**config.mk**
```make
export PLATFORM = sky130hd
export DESIGN_NAME = dm_cache_ctrl
export DESIGN_NICKNAME = d
export VERILOG_FILES = /design/src/rtl/dm_cache_ctrl.sv
export SDC_FILE = /design/constraint.sdc
export NUM_CORES = 1
export LEC_CHECK = 0
export CORE_ASPECT_RATIO = 0.6
export CORE_MARGIN = 2
export CORE_UTILIZATION = 39
export DETAILED_ROUTE_END_ITERATION = 7
export PLACE_DENSITY = 0.82
export REMOVE_ABC_BUFFERS = 1
export SLEW_MARGIN = 10
export SYNTH_ARGS = -nofsm -noshare
export SYNTH_HDL_FRONTEND = slang
export SYNTH_SLANG_ARGS = --single-unit
```
**constraint.sdc**
```tcl
create_clock -name i_clk -period 4.26 [get_ports i_clk]
set_clock_uncertainty 0.05 [all_clocks]
set_input_delay 0.852 -clock i_clk [delete_from_list [all_inputs] [get_ports i_clk]]
set_output_delay 0.852 -clock i_clk [all_outputs]
set_load 0.01 [all_outputs]
```
**src/rtl/dm_cache_ctrl.sv**
```systemverilog
// Direct-mapped cache controller: hit check, dirty-line writeback, 4-word line fill
// through a fixed-latency memory, then a replay of the original CPU access.
module dm_cache_ctrl #(
  parameter int MEM_LAT = 2,
  parameter int TAG_W   = 5,
  parameter int IDX_W   = 8
) (
  input  logic             i_clk,
  input  logic             i_rst,
  input  logic             i_cpu_rd,
  input  logic             i_cpu_wr,
  input  logic [15:0]      i_cpu_addr,
  input  logic [15:0]      i_cpu_data_in,
  output logic [15:0]      o_cpu_data_out,
  output logic             o_done,
  output logic             o_stall,
  output logic             o_cache_hit,
  output logic             o_err,
  output logic             o_c_enable,
  output logic             o_c_comp,
  output logic             o_c_write,
  output logic             o_c_valid_in,
  output logic [TAG_W-1:0] o_c_tag,
  output logic [IDX_W-1:0] o_c_index,
  output logic [2:0]       o_c_offset,
  output logic [15:0]      o_c_data_in,
  input  logic             i_c_hit,
  input  logic             i_c_dirty,
  input  logic             i_c_valid,
  input  logic [TAG_W-1:0] i_c_tag_out,
  input  logic [15:0]      i_c_data_out,
  output logic             o_mem_rd,
  output logic             o_mem_wr,
  output logic [15:0]      o_mem_addr,
  output logic [15:0]      o_mem_data_in,
  input  logic [15:0]      i_mem_data_out,
  input  logic             i_mem_stall
);

  localparam logic [3:0] S_IDLE  = 4'd0;
  localparam logic [3:0] S_WB0   = 4'd1;
  localparam logic [3:0] S_WB1   = 4'd2;
  localparam logic [3:0] S_WB2   = 4'd3;
  localparam logic [3:0] S_WB3   = 4'd4;
  localparam logic [3:0] S_RD0   = 4'd5;
  localparam logic [3:0] S_RD1   = 4'd6;
  localparam logic [3:0] S_RD2   = 4'd7;
  localparam logic [3:0] S_RD3   = 4'd8;
  localparam logic [3:0] S_FILL0 = 4'd9;
  localparam logic [3:0] S_FILL1 = 4'd10;
  localparam logic [3:0] S_FINAL = 4'd11;

  logic [3:0]       r_state;
  logic [3:0]       w_state_next;
  logic [TAG_W-1:0] r_tag;
  logic [IDX_W-1:0] r_index;
  logic [2:0]       r_offset;
  logic [15:0]      r_data;
  logic             r_wr;
  logic [MEM_LAT-1:0] r_pipe_v;
  logic [1:0]       r_pipe_w [MEM_LAT];

  logic       w_req;
  logic       w_latch;
  logic       w_is_rd;
  logic       w_push;
  logic       w_fill;
  logic       w_pipe_busy;
  logic [1:0] w_word;

  // WB0..WB3 and RD0..RD3 are consecutive codes, so the word number is the low bits minus one.
  assign w_word      = r_state[1:0] - 2'd1;
  assign w_req       = i_cpu_rd ^ i_cpu_wr;
  assign w_is_rd     = (r_state >= S_RD0) && (r_state <= S_RD3);
  assign w_push      = w_is_rd && !i_mem_stall;
  assign w_fill      = r_pipe_v[MEM_LAT-1];
  assign w_pipe_busy = |r_pipe_v[MEM_LAT-2:0];

  always_comb begin
    o_cpu_data_out = '0;
    o_done         = 1'b0;
    o_stall        = 1'b0;
    o_cache_hit    = 1'b0;
    o_err          = 1'b0;
    o_c_enable     = 1'b0;
    o_c_comp       = 1'b0;
    o_c_write      = 1'b0;
    o_c_valid_in   = 1'b0;
    o_c_tag        = '0;
    o_c_index      = '0;
    o_c_offset     = '0;
    o_c_data_in    = '0;
    o_mem_rd       = 1'b0;
    o_mem_wr       = 1'b0;
    o_mem_addr     = '0;
    o_mem_data_in  = '0;
    w_state_next   = r_state;
    w_latch        = 1'b0;
    if (!i_rst) begin
      case (r_state)
        S_IDLE: begin
          if (i_cpu_rd && i_cpu_wr) begin
            o_err = 1'b1;
          end else if (w_req) begin
            o_c_enable  = 1'b1;
            o_c_comp    = 1'b1;
            o_c_write   = i_cpu_wr;
            o_c_tag     = i_cpu_addr[15:16-TAG_W];
            o_c_index   = i_cpu_addr[IDX_W+2:3];
            o_c_offset  = i_cpu_addr[2:0];
            o_c_data_in = i_cpu_data_in;
            if (i_c_hit && i_c_valid) begin
              o_done         = 1'b1;
              o_cache_hit    = 1'b1;
              o_cpu_data_out = i_c_data_out;
            end else begin
              o_stall      = 1'b1;
              w_latch      = 1'b1;
              w_state_next = (i_c_valid && i_c_dirty) ? S_WB0 : S_RD0;
            end
          end
        end
        S_WB0, S_WB1, S_WB2, S_WB3: begin
          o_stall       = 1'b1;
          o_c_enable    = 1'b1;
          o_c_tag       = r_tag;
          o_c_index     = r_index;
          o_c_offset    = {w_word, 1'b0};
          o_mem_wr      = 1'b1;
          o_mem_addr    = {i_c_tag_out, r_index, w_word, 1'b0};
          o_mem_data_in = i_c_data_out;
          if (!i_mem_stall) w_state_next = r_state + 4'd1;
        end
        S_RD0, S_RD1, S_RD2, S_RD3: begin
          o_stall    = 1'b1;
          o_mem_rd   = 1'b1;
          o_mem_addr = {r_tag, r_index, w_word, 1'b0};
          if (!i_mem_stall) w_state_next = r_state + 4'd1;
        end
        S_FILL0: begin
          o_stall      = 1'b1;
          w_state_next = S_FILL1;
        end
        S_FILL1: begin
          o_stall = 1'b1;
          if (!w_pipe_busy) w_state_next = S_FINAL;
        end
        S_FINAL: begin
          o_c_enable     = 1'b1;
          o_c_comp       = 1'b1;
          o_c_write      = r_wr;
          o_c_tag        = r_tag;
          o_c_index      = r_index;
          o_c_offset     = r_offset;
          o_c_data_in    = r_data;
          o_done         = 1'b1;
          o_cpu_data_out = i_c_data_out;
          w_state_next   = S_IDLE;
        end
        default: w_state_next = S_IDLE;
      endcase
      // Returning fill words take the cache port regardless of the current state.
      if (w_fill) begin
        o_c_enable   = 1'b1;
        o_c_comp     = 1'b0;
        o_c_write    = 1'b1;
        o_c_valid_in = 1'b1;
        o_c_tag      = r_tag;
        o_c_index    = r_index;
        o_c_offset   = {r_pipe_w[MEM_LAT-1], 1'b0};
        o_c_data_in  = i_mem_data_out;
      end
    end
  end

  always_ff @(posedge i_clk or posedge i_rst) begin
    if (i_rst) begin
      r_state  <= S_IDLE;
      r_tag    <= '0;
      r_index  <= '0;
      r_offset <= '0;
      r_data   <= '0;
      r_wr     <= 1'b0;
      r_pipe_v <= '0;
      for (int k = 0; k < MEM_LAT; k++) r_pipe_w[k] <= '0;
    end else begin
      r_state <= w_state_next;
      if (w_latch) begin
        r_tag    <= i_cpu_addr[15:16-TAG_W];
        r_index  <= i_cpu_addr[IDX_W+2:3];
        r_offset <= i_cpu_addr[2:0];
        r_data   <= i_cpu_data_in;
        r_wr     <= i_cpu_wr;
      end
      r_pipe_v[0] <= w_push;
      r_pipe_w[0] <= w_word;
      for (int k = MEM_LAT-1; k > 0; k--) begin
        r_pipe_v[k] <= r_pipe_v[k-1];
        r_pipe_w[k] <= r_pipe_w[k-1];
      end
    end
  end

endmodule

```
==> impl_metrics.py <==
metrics = {
    "outcome": {
        "status": "finished, final reports clean",
    },
    "global_route": {
        "grt_usage": 0.228,
        "antenna_found_initial": 0,
        "grt_pass1_vias": 2877,
        "grt_overflow": 0,
        "grt_pass1_wl_um": 14800,
        "grt_start_max_net_pins": 34,
    },
    "die": {
        "core_area_um2": 7210,
        "die_w_um": 115,
        "dieArea_um2": 8120,
        "die_h_um": 70.6,
        "num_rows": 24,
        "floorplan.initialDensity": 0.400,
        "io_pins": 167,
    },
    "route": {
        "wl_per_cell_um": 16.5,
        "drc": 0,
        "dr.pass1.iters": 6,
        "ant_nets": 0,
        "vias_per_cell": 5.33,
        "drt-total-wl_um": 9220,
        "drt_iter0_markers": 188,
        "vias": 2979,
    },
    "final_layout": {
        "antenna_cells": 0,
        "fin_util": 0.669,
        "layout_common_cells": "clkdlybuf4s50_1, dfrtp_1, and2_1, mux2_1, nand2_1",
        "nNetsFinal": 550,
        "multi_input_area_um2": 1640,
        "drive_above_1_share": 0.0812,
        "fill_cells": 583,
        "layout_commonest_cell": "clkdlybuf4s50_1",
        "area_growth_pct": 67.2,
        "seq_area_um2": 1080,
    },
    "clock_network": {
        "cts_setup_buffers": 0,
        "numCtsBuffers": 5,
        "clk_latency_ns": 0.28,
        "cts_buffer_depth": 2,
        "cts_tree": "built",
        "hold_buffers": 0,
        "htree_levels": 2,
        "clock_sinks": 43,
        "cts_root_buf": "clkbuf_16",
        "cts.reportedPaths.clkPinSlew_ns": 0.06,
    },
    "yosys": {
        "synth_area_per_cell_um2": 9.55,
        "yosysSeqAreaShare": 0.373,
        "ys.flop_type": "dfrtp_1",
        "synth_edf_count": 0,
        "async_flop_share": 1.00,
        "yosys_warnings": 0,
        "synthCells": 302,
        "yosys.cell_types.count": 49,
        "ys_ff_latch": 43,
        "netlist_area_um2": 2890,
    },
    "critical_path": {
        "cp_data_required_time_ns": 3.36,
        "startpoint_type": "primary input",
        "arrival_ns": 3.17,
        "crit_path_end_kind": "output port",
        "path_max_fanout": 13,
        "crit_type": "in -> out",
    },
    "sta": {
        "fmax_ghz": 0.246,
        "min_period_ns": 4.07,
        "rsz0062_at_grt": "no",
        "period_share": 0.956,
        "setup_tns_ns": 0,
        "finalHoldViolations": 0,
        "slew_headroom": 0.572,
        "setup_viol": 0,
        "maxSlewViolCount": 0,
        "worst_pin_slew_ns": 0.642,
    },
    "placed_design": {
        "gp_congestion": 0.911,
        "numPortBuffers": 165,
        "hpwl_um": 7080,
    },
    "power": {
        "p_total_mw": 2.79,
        "irDropWorstVdd_uv": 291,
        "p_leak_nw": 1.95,
        "power_density_nw_per_um2": 579,
    },
    "worst_hold_path": {
        "worstHoldPathType": "reg -> reg",
    },
    "run": {
        "maxCapViolations": 0,
    },
}
-- worst max-delay path, cell delays in order --
cell and delay, ns:
clkdlybuf4s50_1 0.47, nor2_1 0.12, or4b_2 0.65, a21oi_2 0.23, buf_12 0.17, a22o_1 0.14
clkdlybuf4s50_1 0.54
-- layout make-up --
class | instances | share of cell area
clock buffer | 6 | 0.0267
clock inverter | 2 | 0.00259
inverter | 8 | 0.00623
multi-input combinational | 226 | 0.340
sequential | 43 | 0.223
tap | 91 | 0.0236
timing repair buffer | 183 | 0.378
-- routing by layer --
metal | global-route usage | share of wire | vias up
met5 | 0 | 0 | -
met4 | 0.0509 | 0.011 | 0
li1 | - | - | 1428
met3 | 0.0566 | 0.083 | 9
met2 | 0.342 | 0.45 | 119
met1 | 0.335 | 0.45 | 1423
-- through the flow --
step           instances  hold slack (ns)  worst slack [ns]  area (um^2)
2_1_floorplan        277            0.281             0.757         2740
3_3_place_gp         551            0.281             0.257         4680
3_5_place_dp         551            0.291             0.196         4680
4_1_cts              559            0.304             0.188         4820
5_1_grt              559            0.307            0.0134         4820
6_report             559            0.299             0.187         4820
-- sequential cells by signal, indices dropped and copies added, names as in the netlist --
name	cells
r_state	4
r_pipe_w	4
r_data	16
r_tag	5
r_index	8
r_pipe_v	2
r_offset	3
r_wr	1
-- kinds of logic after synthesis --
family,count (synthesis),synth area share
compound gates,82,0.202
xor+xnor,1,0.00304
fa+ha+maj,6,0.0260
buf+inv,33,0.0607
flops,43,0.373
mux,36,0.139
other cells,1,0.00130
simple gates,100,0.195
-- synthesized netlist by cell type, types with 2 or more instances --
cell      instances  area share
dfrtp_1          43        0.37
and2_1           31       0.067
mux2_1           30        0.12
nand2_1          24       0.031
o21ai_0          21       0.036
a22o_1           20       0.061
a22oi_1          18       0.047
and3_1           13       0.028
clkbuf_1         11       0.014
a21oi_1           9       0.016
inv_1             8       0.010
nor2_1            7      0.0091
ha_1              6       0.026
nor3_1            6       0.010
buf_2             5      0.0087
buf_4             4       0.010
buf_6             4       0.016
nor2b_1           4      0.0087
mux2_2            3       0.012
mux2i_1           3       0.010
a32oi_1           2      0.0061
nand3_1           2      0.0035
nor4_1            2      0.0043
-- power breakdown --
group | internal, mW | total [mW] | switching, mW | leakage (nW)
registers | 0.607 | 0.761 | 0.153 | 0.527
clock network | 0.216 | 0.366 | 0.150 | 0.0669
logic | 0.901 | 1.67 | 0.765 | 1.35
total | 1.72 | 2.79 | 1.07 | 1.95
-- repair_timing --
action	4_1_cts	5_1_grt
setup endpoints to repair	0	8
resized for setup	0	1
hold endpoints to repair	0	0
-- worst paths after layout --
path / startpoint / to / slack, ns / cells after the start
min: r_pipe_w[2] / r_pipe_w[0] / 0.30 / 0
max in group asynchronous: i_rst / r_data[11] / 2.57 / 4
min reg2reg: r_pipe_w[2] / r_pipe_w[0] / 0.30 / 0
min in group asynchronous: i_rst / r_pipe_v[1] / 1.10 / 3
max reg2reg: r_state[0] / r_tag[4] / 1.51 / 8
max: i_rst / o_c_index[2] / 0.19 / 7
No activity file was read; power rests on OpenSTA's default activity.
